**src/rtl/game_tick_ctrl.sv**
```systemverilog
// rtl/game_tick_ctrl.sv - game frame/animation tick generator; GAME_SPEEDUP_EN adds the level speed ramp
module game_tick_ctrl #(
    parameter logic [31:0] BASE_PERIOD  = 32'd1_000_000,
    parameter logic [31:0] STEP         = 32'd50_000,
    parameter logic [31:0] MIN_PERIOD   = 32'd250_000,
    parameter logic [15:0] LEVEL_FRAMES = 16'd600
) (
    input  logic        clk,
    input  logic        rst_n,
    input  logic        start,
    input  logic        pause,
    input  logic        stop,
    output logic        frame_tick,
    output logic        anim_tick,
    output logic [3:0]  level,
    output logic [1:0]  state,
    output logic [31:0] period
);

    typedef enum logic [1:0] {
        ST_IDLE  = 2'b00,
        ST_RUN   = 2'b01,
        ST_PAUSE = 2'b10,
        ST_OVER  = 2'b11
    } state_t;

    state_t      st;
    logic [31:0] cnt;
    logic [2:0]  anim_cnt;

    // Only the highest-priority pulse on an edge is acted on.
    logic ev_stop;
    logic ev_pause;
    logic ev_start;
    assign ev_stop  = stop;
    assign ev_pause = pause & ~stop;
    assign ev_start = start & ~pause & ~stop;

    // cnt only moves while running with no stop/pause on the edge.
    logic run_edge;
    logic wrap;
    logic game_begin;
    assign run_edge   = (st == ST_RUN) && !stop && !pause;
    assign wrap       = run_edge && (cnt == period - 32'd1);
    assign game_begin = ((st == ST_IDLE) || (st == ST_OVER)) && ev_start;

    assign state = st;

    // Game state machine, frame counter and registered tick pulses.
    always_ff @(posedge clk or negedge rst_n) begin
        if (!rst_n) begin
            st         <= ST_IDLE;
            cnt        <= 32'd0;
            anim_cnt   <= 3'd0;
            frame_tick <= 1'b0;
            anim_tick  <= 1'b0;
        end else begin
            frame_tick <= 1'b0;
            anim_tick  <= 1'b0;
            case (st)
                ST_IDLE, ST_OVER: begin
                    cnt <= 32'd0;
                    if (ev_start) begin
                        st       <= ST_RUN;
                        anim_cnt <= 3'd0;
                    end
                end
                ST_RUN: begin
                    if (ev_stop) begin
                        st  <= ST_OVER;
                        cnt <= 32'd0;
                    end else if (ev_pause) begin
                        st <= ST_PAUSE;
                    end else if (wrap) begin
                        cnt        <= 32'd0;
                        frame_tick <= 1'b1;
                        anim_cnt   <= anim_cnt + 3'd1;
                        anim_tick  <= (anim_cnt == 3'd7);
                    end else begin
                        cnt <= cnt + 32'd1;
                    end
                end
                ST_PAUSE: begin
                    if (ev_stop) begin
                        st  <= ST_OVER;
                        cnt <= 32'd0;
                    end else if (ev_pause) begin
                        st <= ST_RUN;
                    end
                end
            endcase
        end
    end

`ifdef GAME_SPEEDUP_EN
    logic [15:0] frame_cnt;
    logic [31:0] next_period;

    // Period after a level-up: step down but never below MIN_PERIOD or through zero.
    always_comb begin
        next_period = MIN_PERIOD;
        if ((period >= STEP) && (period - STEP >= MIN_PERIOD)) begin
            next_period = period - STEP;
        end
    end

    // Level ramp: every LEVEL_FRAMES frames raise the level and shorten the period.
    always_ff @(posedge clk or negedge rst_n) begin
        if (!rst_n) begin
            frame_cnt <= 16'd0;
            level     <= 4'd0;
            period    <= BASE_PERIOD;
        end else if (game_begin) begin
            frame_cnt <= 16'd0;
            level     <= 4'd0;
            period    <= BASE_PERIOD;
        end else if (wrap) begin
            if (frame_cnt + 16'd1 == LEVEL_FRAMES) begin
                frame_cnt <= 16'd0;
                period    <= next_period;
                if (level != 4'd15) begin
                    level <= level + 4'd1;
                end
            end else begin
                frame_cnt <= frame_cnt + 16'd1;
            end
        end
    end
`else
    logic unused_begin;
    assign unused_begin = game_begin;
    assign level  = 4'd0;
    assign period = BASE_PERIOD;
`endif

endmodule

```
**config.mk**
```make
export PLATFORM = sky130hd
export DESIGN_NAME = game_tick_ctrl
export DESIGN_NICKNAME = d
export VERILOG_FILES = /design/src/rtl/game_tick_ctrl.sv
export SDC_FILE = /design/constraint.sdc
export NUM_CORES = 1
export LEC_CHECK = 0
export BUFFER_PORTS_ARGS = -buffer_cell sky130_fd_sc_hd__buf_2
export CORE_MARGIN = 4
export CORE_UTILIZATION = 42
export DETAILED_ROUTE_END_ITERATION = 12
export PLACE_DENSITY = 0.77
export SLEW_MARGIN = 10
export SYNTH_ARGS = -nofsm -noshare
export SYNTH_HDL_FRONTEND = slang
export SYNTH_SLANG_ARGS = --single-unit
```
**constraint.sdc**
```tcl
create_clock -name clk -period 2.05 [get_ports clk]
set_input_delay 0.205 -clock clk [delete_from_list [all_inputs] [get_ports clk]]
set_output_delay 0.205 -clock clk [all_outputs]
set_load 0.01 [all_outputs]
```
* Yosys cells after proc, flatten, opt, wreduce, memory -nomap -nowiden
Index checks and enable logic that the tools add are counted.
** Word-level totals
- Bits of input ports :: 5
- Bits in registers :: 39
- Logic and storage cells :: 60
** Operators by class
- Multiplexer cells :: 24
- Bitwise gates (word level) :: 5
- Add/sub/neg operators :: 2
- Equal/unequal tests :: 13
- Reductions and logical operators :: 11
** Operators with widths (count)
- 32-bit 2-to-1 mux :: 4
- 32-bit one-hot mux with 3 select lines :: 1
- 32-bit by 1-bit adder with 32-bit output (second input constant) :: 1
- 32-bit by 20-bit == test with 1-bit output (second input constant) :: 1
- 3-bit 2-to-1 mux :: 4
- 2-bit 2-to-1 mux :: 5
- 2-bit != test (second input constant) :: 5
- 3-bit != test (second input constant) :: 3
- 1-bit 2-to-1 mux :: 8
- 2-bit one-hot mux with 3 select lines :: 1
- 3-bit one-hot mux with 2 select lines :: 1
- 5-bit AND reduction :: 1
- 2-bit == test (second input constant) :: 2
- 3-bit by 1-bit adder with 3-bit output (second input constant) :: 1
- 1-bit AND :: 3
- 3-bit == test (second input constant) :: 1
- 1-bit logical AND :: 3
- 3-bit AND reduction :: 1
- 2-bit by 1-bit == test with 1-bit output (second input constant) :: 1
- 1-bit logical NOT :: 2
- 2-bit logical NOT :: 1
- 1-bit inverter :: 2
- 2-bit AND reduction :: 1
- 2-bit nonzero test :: 1
- 2-bit OR reduction :: 1

* Depth between registers and ports, before layout
Gate-level depths: netlist of the first run.
- Depth in word-level cells :: 8
- Depth in mapped cells :: 9
- Gate-level depth less buffers :: 7

* Worst setup path after synthesis of the first run
OpenSTA, ideal clock, no wires.
- Path kind :: register to register
- Start :: register st[1] (netlist: state[1])
- End :: register anim_cnt[0]
- Arrival :: 1.822 ns
- Clock period less this slack :: 1.943 ns
- Setup slack :: 0.107 ns
- Stages on the path, launching flop included :: 8
- Path through :: dfrtp_1 inv_1 ha_1 and4b_1 nand4_1 nor4_4 mux2_2 a22o_1
** Between the ends
- Word-level cells in the longest chain between the ends :: 6
** Ends and longest elaborated chain
- from (decl) :: line 27 : state_t st;
- from (signal assigned) :: line 52 : st <= ST_IDLE;
- from (signal assigned) :: line 64 : st <= ST_RUN;
- from (signal assigned) :: line 70 : st <= ST_OVER;
- 2-bit by 1-bit == test with 1-bit output :: line 43, 60
- 1-bit logical AND (2 in a row) :: line 43 : assign run_edge = (st == ST_RUN) && !stop && !pause;
- 1-bit logical AND :: line 44 : assign wrap = run_edge && (cnt == period - 32'd1);
- 2-bit != test (no source line)
- 5-bit AND reduction (no source line)
- to (signal assigned) :: line 77 : anim_cnt <= anim_cnt + 3'd1;
- to (decl) :: line 29 : logic [2:0] anim_cnt;
Parallel ways exist; a longest one is shown, timed or not.
A chain may end at the register's enable or synchronous reset.

* Final worst setup path of the first run
- Start :: register cnt[21]
- End :: register anim_cnt[1]
** Between the ends
- Word-level cells in the longest chain between the ends :: 4
** Ends and longest elaborated chain
- from (decl) :: line 28 : logic [31:0] cnt;
- from (signal assigned) :: line 80 : cnt <= cnt + 32'd1;
- 32-bit by 20-bit == test with 1-bit output :: line 44
- 1-bit logical AND :: line 44
- 2-bit != test (no source line)
- 5-bit AND reduction (no source line)
No other way between the ends.

==> results.md, run 1 <==
* Nets at 286
* Int Pwr at about 1.3 mW
* Fin crit period at 1.97 ns
* WL met2 at 2280 µm
* Post-place setup slack at between 0.02 and 0.025 ns
* Peak supply drop at around 0.29 mV
* Worst clock skew at ~0.0056 ns
* Crit path max-delay family: simple AND/OR/NAND/NOR gates
* Synth area leader: dfrtp_1
* Commonest non-fill, non-tap cell in the layout: dfrtp_1
* Overflow after GRT at 0
* WL final at roughly 4500 µm
* Clock transition at path regs at 0.07 ns
* Slew headroom at 43.7%
* Met3 wire len at 276 µm
* Tot GR Track Use at 12.8%
* Die area at just under 0.007 mm²
* Critical Path RT at 2.28 ns
* Element type at the critical path end: flip-flop
* Clock power frac at between 20% and 30%
* Tot Pwr at between 1.5 and 2 mW
* Routed vias/inst at between 5 and 6
* CP Max Fanout at 6
* Wire length per cell at 12.9 µm
* Setup TNS at 0 ns
* Slew @ Worst Pin at 0.845 ns
* Vias in the first global route at 1,616
* Critical setup path kind: reg -> reg
* Sw power at 0.632 mW
* Worst-skew pair later-pin latency at 0.28 ns
* Post-Route Utilization at 46.5%
* I/O Pins at 45
* Area added between synthesis and finish at 7.45%
* Die X-Extent at ~83 µm
* Worst-case reg-to-reg path depth at 6
* Netlist cell types at 38
* Hold Vio Cnt, Final at 0
* Critical path depth at 6
* Inserted Clock Buffers at 5
* First-pass GRT wire length at 7410 µm
* Max Clk Rate at between 500 and 600 MHz
* Post-DP HPWL at 3250 µm
* Max-slew violation total from the final report at 0
* Ys Warns at 0
* Fin area at 0.00254 mm²
* CP Launch Type: flip-flop
* Slowest cell delay on critical path at approximately 0.43 ns
* Final setup fails at 0
* Status: completed
* DRT antenna net count at 0
* Drt first pass iters at 4
* Crit path buffers/inverters at 1
* Number of diodes at 0
* HP Class: in -> async
* DR vias at 1,749
* WHS at about 0.019 ns
* Residual DRC at 0
* Iter 0 DRT Violations at 143
* Avg Synthesized Cell Area at 9.25 µm²
* Synth top area share at 41.2%
* Register area share after synthesis at around two fifths
* Row count at 27
* I/O Buffers at 8
* Clock root buffer: clkbuf_8
* Mapped cell area at 0.00237 mm²
* Max_cap viols at 0
* Initial antenna violation count at 0
* Worst Path Arrival at 2.20 ns
* Largest net degree at the start of global routing at 40
* Htree depth at 2
* Uppermost routed layer: met4
* Slowest cell on the critical path: dfrtp_1
* Share of cells above drive strength 1 at 14.5%
* Sw Share at 33.5%
* Dpl cell area at between 0.002 and 0.0025 mm²
* Core area at 0.00547 mm²
* Post-Synthesis Cells at 256
* GP Congestion at 0.837
* Crit-path cells: nor4_2 > nand4_1 > nor4_4 > buf_4 > mux2i_1 > a22o_1
* Cts hold-fix bufs at 0
* Combinational share of power at 28.9%
* Initial Util at between 40% and 50%
* Setup ws final at 0.0772 ns
* CTS tree: done
* Fin crit share at 96.2%
* Synth area leaders: dfrtp_1 41%, buf_4 12%, xor2_1 8.9%
* LEAKAGE at 1.19 nW
* Max clock buf depth at 2
* Most frequent cells in the layout: 39 x dfrtp_1, 36 x conb_1, 33 x nor2_1, 24 x xor2_1, 23 x nand2_1
* Non-filler cells, final at 348
* Seq cells post-synth at 39
* Seq pwr share at 43.8%
* DIE HEIGHT at 83.1 µm
* Placed instance count at approximately 340
* CTS sink cnt at 39
* Power Density at 742 mW/mm²
* Wire length on met1 at 1870 µm
==> kinds of logic after synthesis <==
family	Yosys count	share of synthesized area [%]
AOI/OAI and AO/OA	20	5.81
xor gates and xnor gates	28	10.4
adders and majority gates	5	2.64
buffers and inverters	50	14.6
DFF	39	41.2
muxes	3	1.32
other	2	0.317
and+or+nand+nor	109	23.7
==> registers in the layout, summed over array words and instances (netlist names) <==
| signal | flops |
|---|---|
| cnt | 32 |
| anim_tick | 1 |
| anim_cnt | 3 |
| state | 2 |
| frame_tick | 1 |
==> final cells by class <==
type,count,area [µm²]
fillers,516,2930
multi-input cells,201,1210
flip-flops and latches,39,976
inverters,7,26.3
repair buffers,22,158
clock buffers,6,82.6
clock inverters,1,5.00
well taps,72,90.1
==> worst paths after layout <==
check	startpoint	end	slack, ns
max in group asynchronous	rst_n	cnt[0]$_DFFE_PN0P_	1.49
max reg2reg	cnt[21]$_DFFE_PN0P_	anim_cnt[1]$_DFFE_PN0P_	0.08
min	rst_n	anim_tick$_DFF_PN0_	0.02
min reg2reg	state[1]$_DFFE_PN0P_	state[1]$_DFFE_PN0P_	0.54
max	cnt[21]$_DFFE_PN0P_	anim_cnt[1]$_DFFE_PN0P_	0.08
min in group clk	stop	state[1]$_DFFE_PN0P_	0.30
==> routing by layer <==
metal  global-route usage, %  vias to the layer above
met2                    21.4                       51
met5                       0                        -
met3                    3.27                        7
met4                    3.42                        0
met1                    16.3                      847
li1                        -                      844
==> cell usage after synthesis <==
| master | n |
|---|---|
| inv_1 | 7 |
| or4_1 | 1 |
| a21oi_1 | 3 |
| nor3_2 | 1 |
| a22o_1 | 3 |
| o311ai_0 | 1 |
| nor3_1 | 1 |
| mux2i_1 | 2 |
| nor4_4 | 1 |
| and4_1 | 1 |
| buf_6 | 2 |
| and4b_1 | 1 |
| nor4_1 | 6 |
| buf_4 | 37 |
| o21ai_1 | 1 |
| a21o_1 | 1 |
| nand4_2 | 1 |
| ha_1 | 5 |
| nor4_2 | 1 |
| dfrtp_1 | 39 |
| nand2_1 | 23 |
| xnor2_1 | 4 |
| conb_1 | 2 |
| buf_2 | 3 |
| o31ai_1 | 4 |
| xor2_1 | 24 |
| nor4b_1 | 1 |
| mux2_2 | 1 |
| o21a_1 | 1 |
| nand4_1 | 14 |
| nor2b_1 | 1 |
| clkbuf_1 | 1 |
| a211oi_1 | 3 |
| and3_1 | 6 |
| nor2_1 | 33 |
| and2_1 | 1 |
| nand3_1 | 16 |
| o21ai_0 | 3 |
==> repair_timing <==
item | CTS | global route
buffers inserted | 0 | 5
resized for setup | 0 | 7
setup endpoints to repair | 0 | 4
==> power by group through the flow <==
stage | clock [mW] | sequential [mW] | combinational, mW
floorplan | 0 | 0.846 | 0.419
global placement | 0 | 0.840 | 0.509
detailed placement | 0 | 0.842 | 0.519
CTS | 0.527 | 0.827 | 0.520
global route | 0.569 | 0.832 | 0.605
finish | 0.514 | 0.828 | 0.546
Power figures use the tool's default switching activity.
==> run 2, diff against run 1 <==
--- a/config.mk
+++ b/config.mk
@@ -7,9 +7,9 @@
 export LEC_CHECK = 0
 export BUFFER_PORTS_ARGS = -buffer_cell sky130_fd_sc_hd__buf_2
 export CORE_MARGIN = 4
-export CORE_UTILIZATION = 42
+export CORE_UTILIZATION = 50
 export DETAILED_ROUTE_END_ITERATION = 12
-export PLACE_DENSITY = 0.77
+export PLACE_DENSITY = 0.87
 export SLEW_MARGIN = 10
 export SYNTH_ARGS = -nofsm -noshare
 export SYNTH_HDL_FRONTEND = slang
==> constraint.sdc (replaced) <==
create_clock -name clk -period 2.05 [get_ports clk]
set_input_delay 0.205 -clock clk [delete_from_list [all_inputs] [get_ports clk]]
set_output_delay 0.205 -clock clk [all_outputs]
set_load 0.005 [all_outputs]
==> run 2 against run 1 <==
Fmax is 2.0% lower. Power hardly changed. Critical path depth rose by 2. Via count rose by 1.5%. Die area fell by 15%. Critical endpoint is now cnt[18]$_DFFE_PN0P_. Cell area grew 0.34%. Worst setup slack got worse by 0.041 ns. Clock power grew 3%. Core utilization is 11 points higher. Sequential cell count unchanged. Sequential power barely moved. Sequential share of layout area down 0.13 points.
==> results.md, run 2 (synthesis results as in run 1) <==
* Status: completed
* Element type at the critical path end: flip-flop
* Routed vias/inst at 5.38
* Most frequent cells in the layout: 39 x dfrtp_1, 36 x conb_1, 33 x nor2_1, 24 x xor2_1, 23 x nand2_1
* First-pass GRT wire length at approximately 7500 µm
* Peak supply drop at 0.335 mV
* Int Pwr at 1.24 mW
* GP Congestion at 0.896
* Clock power frac at 28.1%
* Sw power at between 0.6 and 0.7 mW
* WL final at 4600 µm
* I/O Buffers at 8
* DRT antenna net count at 0
* Post-place setup slack at 0.0420 ns
* Overflow after GRT at 0
* Tot GR Track Use at 15.7%
* Largest net degree at the start of global routing at 27
* Clock transition at path regs at 0.08 ns
* Clock root buffer: clkbuf_8
* Critical Path RT at roughly 2.3 ns
* HP Class: in -> reg
* Initial antenna violation count at 0
* Area added between synthesis and finish at 7.82%
* Slew headroom at ~62%
* Setup repair after global routing missed its margin: yes
* Max_cap viols at 0
* Die X-Extent at 76.8 µm
* Worst clock skew at 0.00767 ns
* Worst-skew pair later-pin latency at approximately 0.3 ns
* Max clock buf depth at 2
* Core area at 0.00447 mm²
* Initial Util at between 50% and 60%
* LEAKAGE at 1.19 nW
* Crit path max-delay family: compound AO/OA/AOI/OAI gates
* Max-slew violation total from the final report at 0
* Largest register FFs at 32
* Most common cell on crit path: buf_4
* Wire length per cell at 13.9 µm
* Seq pwr share at between 40% and 50%
* Top reg by flops: cnt
* Vias in the first global route at about 1.6k
* Sw Share at 34.1%
* GR peak layer: met2
* CTS tree: done
* Combinational share of power at between 20% and 30%
* Nets at between 200 and 300
* CP Max Fanout at 6
* GR Layer Usage met2 at between 20% and 30%
* Critical setup path kind: reg -> reg
* Final setup fails at 0
* Setup ws final at approximately 0.037 ns
* Inserted Clock Buffers at 5
* Iter 0 DRT Violations at between 150 and 200
* Met1 usage in global routing at ~21%
* CP Launch Type: flip-flop
* Slew @ Worst Pin at 0.570 ns
* Share of cells above drive strength 1 at 15.1%
* Crit path buffers/inverters at 2
* CTS sink cnt at 39
* Met3 Usage GRT at 4.33%
* Max Clk Rate at 497 MHz
* Drt first pass iters at 4
* Slowest cell on the critical path: dfrtp_1
* Row count at 24
* Worst Path Arrival at 2.21 ns
* Htree depth at 2
* Hold Vio Cnt, Final at 0
* Crit-path cells: ha_1 > buf_4 > a21o_1 > a211oi_2 > buf_4 > nand4_1 > xor2_1 > nor2_1
* WHS at 0.303 ns
* Slowest cell delay on critical path at 0.41 ns
* DIE HEIGHT at just under 80 µm
* Commonest non-fill, non-tap cell in the layout: dfrtp_1
* I/O Pins at 45
* Fin crit share at 98.2%
* Die area at 0.00590 mm²
* Fin crit period at 2.01 ns
* DR vias at 1,775
* Post-DP HPWL at 3150 µm
* Number of diodes at 0
* Residual DRC at 0
* Power Density at 739 mW/mm²
run 2: repair_timing:
item | in CTS | in global routing
gates resized for setup | 0 | 13
setup buffers | 0 | 1
hold endpoints to repair | 24 | 0
setup endpoints to repair | 0 | 14
hold buffers | 1 | 0
run 2: final timing paths:
| path | slack, ns | cells after the start | endpoint | startpoint |
|---|---|---|---|---|
| min reg2reg | 0.55 | 1 | anim_cnt[1]$_DFFE_PN0P_ | anim_cnt[1]$_DFFE_PN0P_ |
| max in group asynchronous | 1.08 | 3 | cnt[1]$_DFFE_PN0P_ | rst_n |
| min in group asynchronous | 0.43 | 2 | cnt[26]$_DFFE_PN0P_ | rst_n |
| max reg2reg | 0.04 | 8 | cnt[18]$_DFFE_PN0P_ | state[0]$_DFFE_PN0P_ |
| max | 0.04 | 8 | cnt[18]$_DFFE_PN0P_ | state[0]$_DFFE_PN0P_ |
| min | 0.30 | 3 | state[0]$_DFFE_PN0P_ | stop |
run 2: area by class of cell:
type,instances,area (µm²)
tap,52,65.1
fill,367,1920
sequential,39,976
clock buffer,5,68.8
inverter,7,26.3
timing repair buffer,23,163
multi-input combinational,201,1230
clock inverter,3,25.0
run 2: power groups by stage:
stage / combinational [mW] / sequential, mW / clock [mW]
after floorplan: 0.404 / 0.840 / 0
after global placement: 0.491 / 0.841 / 0
after detailed placement: 0.501 / 0.845 / 0
after CTS: 0.504 / 0.829 / 0.547
after global routing: 0.602 / 0.835 / 0.585
final: 0.528 / 0.829 / 0.529
run 2: routing by layer:
| layer | part of all wire (%) | vias to the layer above |
|---|---|---|
| met3 | 7.4 | 10 |
| met2 | 49 | 69 |
| met4 | 1.9 | 0 |
| li1 | - | 847 |
| met5 | 0 | - |
| met1 | 42 | 849 |
run 2: worst register-to-register path, stage by stage (launching register included):
cell	delay (ns)
dfrtp_1	0.41
ha_1	0.24
buf_4	0.16
a21o_1	0.21
a211oi_2	0.32
buf_4	0.22
nand4_1	0.12
xor2_1	0.16
nor2_1	0.05
run 2: metrics by stage:
| stage | cells | TNS [ns] | cell area, µm² | power, mW | util [%] |
|---|---|---|---|---|---|
| floorplan | 290 | 0 | 2490 | 1.24 | - |
| global placement | 318 | 0 | 2380 | 1.33 | 53.1 |
| detailed placement | 318 | 0 | 2380 | 1.35 | 53.1 |
| CTS | 327 | 0 | 2480 | 1.88 | 55.4 |
| global route | 330 | -0.527 | 2550 | 2.02 | 57.0 |
| finish | 330 | 0 | 2550 | 1.89 | 57.0 |
==> run 3, diff against run 2 <==
--- a/config.mk
+++ b/config.mk
@@ -5,9 +5,11 @@
 export SDC_FILE = /design/constraint.sdc
 export NUM_CORES = 1
 export LEC_CHECK = 0
+export ABC_AREA = 1
 export BUFFER_PORTS_ARGS = -buffer_cell sky130_fd_sc_hd__buf_2
 export CORE_MARGIN = 4
-export CORE_UTILIZATION = 50
+export CORE_UTILIZATION = 51
+export CTS_CLUSTER_DIAMETER = 60
 export DETAILED_ROUTE_END_ITERATION = 12
 export PLACE_DENSITY = 0.87
 export SLEW_MARGIN = 10
==> run 3 against run 2 <==
Area after synthesis rose by 13%. Die area rose by 9.8%. Core utilization fell by 3.0 points. Register-to-register slack improved by 0.16 ns. Cell area rose by 8.2%. Critical path type unchanged. Highest routed layer unchanged.
==> results.md, run 3 <==
* Status: completed
* Commonest non-fill, non-tap cell in the layout: nand2_1
* I/O Buffers at 8
* Worst Path Arrival at 2.04 ns
* Htree depth at 2
* Vias in the first global route at 2,101
* Max_cap viols at 0
* Max-slew violation total from the final report at 0
* Row count at 26
* Cts hold-fix bufs at 0
* Worst-skew pair later-pin latency at roughly 0.3 ns
* Netlist cell types at 25
* Residual DRC at 0
* Number of fill cells at 499
* CTS sink cnt at 39
* Post-synth EDFFs at 0
* Area added between synthesis and finish at 3.08%
* Post-Synthesis Cells at about 380
* Clock root buffer: clkbuf_8
* Crit Reg-Reg Endpoint: cnt[21]$_DFFE_PN0P_
* WHS at 0.00103 ns
* Worst clock skew at 0.00884 ns
* Critical setup path kind: reg -> reg
* Synth async-reset ratio at 100%
* Top reg by flops: cnt
* Dpl cell area at around 0.0027 mm²
* LEAKAGE at approximately 1.4 nW
* Inserted Clock Buffers at 5
* Die X-Extent at 80.5 µm
* Setup repair after global routing missed its margin: no
* Setup TNS at 0 ns
* CP Launch Type: flip-flop
* Slew headroom at 42.6%
* Reg2reg start: state[1]$_DFFE_PN0P_
* Most frequent cell after synthesis: nand2_1
* Largest register FFs at 32
* Fin crit share at 90.5%
* Setup bufs post-CTS at 0
* Hold Vio Cnt, Final at 0
* Synth Flop Type: dfrtp_1
* Die area at ~0.0065 mm²
* Slew @ Worst Pin at 0.861 ns
* Critical Path RT at 2.24 ns
* Power Density at 761 mW/mm²
* Post-CTS resize count at 0
* Post-DP HPWL at 4200 µm
* Synth top area share at between 30 and 40%
* Share of cells above drive strength 1 at 7.81%
* Iter 0 DRT Violations at 187
* Seq cells post-synth at 39
* Drt first pass iters at 4
* Peak supply drop at 0.629 mV
* First-pass GRT wire length at 9100 µm
* DIE HEIGHT at about 80 µm
* I/O Pins at 45
* Avg Synthesized Cell Area at 6.98 µm²
* Placed instance count at 459
* Fin crit period at 1.86 ns
* Routed vias/inst at approximately 4.9
* CTS tree: done
* Ys Warns at 0
* CP Max Fanout at 26
* Initial Util at a little over half
* GP Congestion at 0.917
* Register area share after synthesis at 36.4%
* DR vias at 2,276
* DRT antenna net count at 0
* Fin area at roughly 0.0028 mm²
* Synth area leader: dfrtp_1
* Core area at 0.00511 mm²
* Max clock buf depth at 2
* Mapped cell area at 0.00268 mm²
* Largest net degree at the start of global routing at 40
* Clock transition at path regs at roughly 0.080 ns
* Final setup fails at 0
* Setup ws final at 0.195 ns
* Initial antenna violation count at 0
* Tot GR Track Use at a little under a fifth
* WL final at 5380 µm
* Tot Pwr at 2.10 mW
* Post-synth top cells: 97 x nand2_1, 69 x nor2_1, 45 x inv_1, 39 x dfrtp_1, 36 x buf_4
* Post-place setup slack at roughly 0.18 ns
* Most frequent cells in the layout: 97 x nand2_1, 69 x nor2_1, 45 x inv_1, 39 x dfrtp_1, 36 x conb_1
* Overflow after GRT at 0
* R2r setup slk at 0.19 ns
* Max Clk Rate at roughly 540 MHz
* HP Class: in -> async
* Post-Route Utilization at 54.1%
* Number of diodes at 0
* Non-filler cells, final at 467
* Synth area leaders: dfrtp_1 36%, nand2_1 14%, buf_4 10%
* Worst-case reg-to-reg path depth at 11
* Element type at the critical path end: flip-flop
* Nets at just over 400
* Wire length per cell at 11.5 µm
[run 3: worst max path at each step]
stage	cells after the start	endpoint	start	slack [ns]
finish	11	cnt[21]$_DFFE_PN0P_	state[1]$_DFFE_PN0P_	0.19
global route	11	cnt[25]$_DFFE_PN0P_	state[1]$_DFFE_PN0P_	0.02
CTS	11	cnt[21]$_DFFE_PN0P_	state[1]$_DFFE_PN0P_	0.17
detailed placement	11	cnt[21]$_DFFE_PN0P_	state[1]$_DFFE_PN0P_	0.18
global placement	11	cnt[11]$_DFFE_PN0P_	state[1]$_DFFE_PN0P_	0.26
floorplan	12	cnt[26]$_DFFE_PN0P_	state[1]$_DFFE_PN0P_	0.39
[run 3: cell type report]
type                       instances  area, µm²  area share [%]
multi-input combinational        293       1350            49.0
sequential                        39        976            35.3
inverter                          48        185            6.70
tap                               70       87.6            3.17
clock buffer                       5       68.8            2.49
timing repair buffer               9       47.5            1.72
clock inverter                     3       43.8            1.59
[run 3: per-layer routing]
metal	track usage (%)	wire [µm]
met1	21.9	2270
met2	31.7	2700
met3	3.03	295
met4	6.59	108
met5	0	0
[run 3: worst max-delay path: stages, from the launching register on]
cell and delay [ns]:
dfrtp_1 0.40, inv_1 0.08, ha_1 0.27, nand2_1 0.12, nor2_2 0.13, nand2_1 0.06, nor2_1 0.09, nand3_1 0.14
nand2_2 0.12, nand2_4 0.09, clkinv_4 0.17, nor2_1 0.08
[run 3: cells by family (layout without fill, tap and decap cells)]
family / count (synthesis) / after routing / share of synthesized area [%]
adder cells (fa/ha/maj): 5 / 5 / 2.33
flip-flops: 39 / 39 / 36.4
buffers and inverters: 86 / 65 / 17.8
AO/OA/AOI/OAI: 16 / 16 / 2.99
XOR/XNOR: 15 / 15 / 4.90
other: 2 / 36 / 0.280
AND/OR/NAND/NOR: 221 / 221 / 35.2
[run 3: where the power goes]
part           switching, mW  internal (mW)  total, mW
Sequential            0.0395          0.826      0.866
Clock                  0.282          0.362      0.644
Combinational          0.423          0.171      0.594
Total                  0.744           1.36       2.10
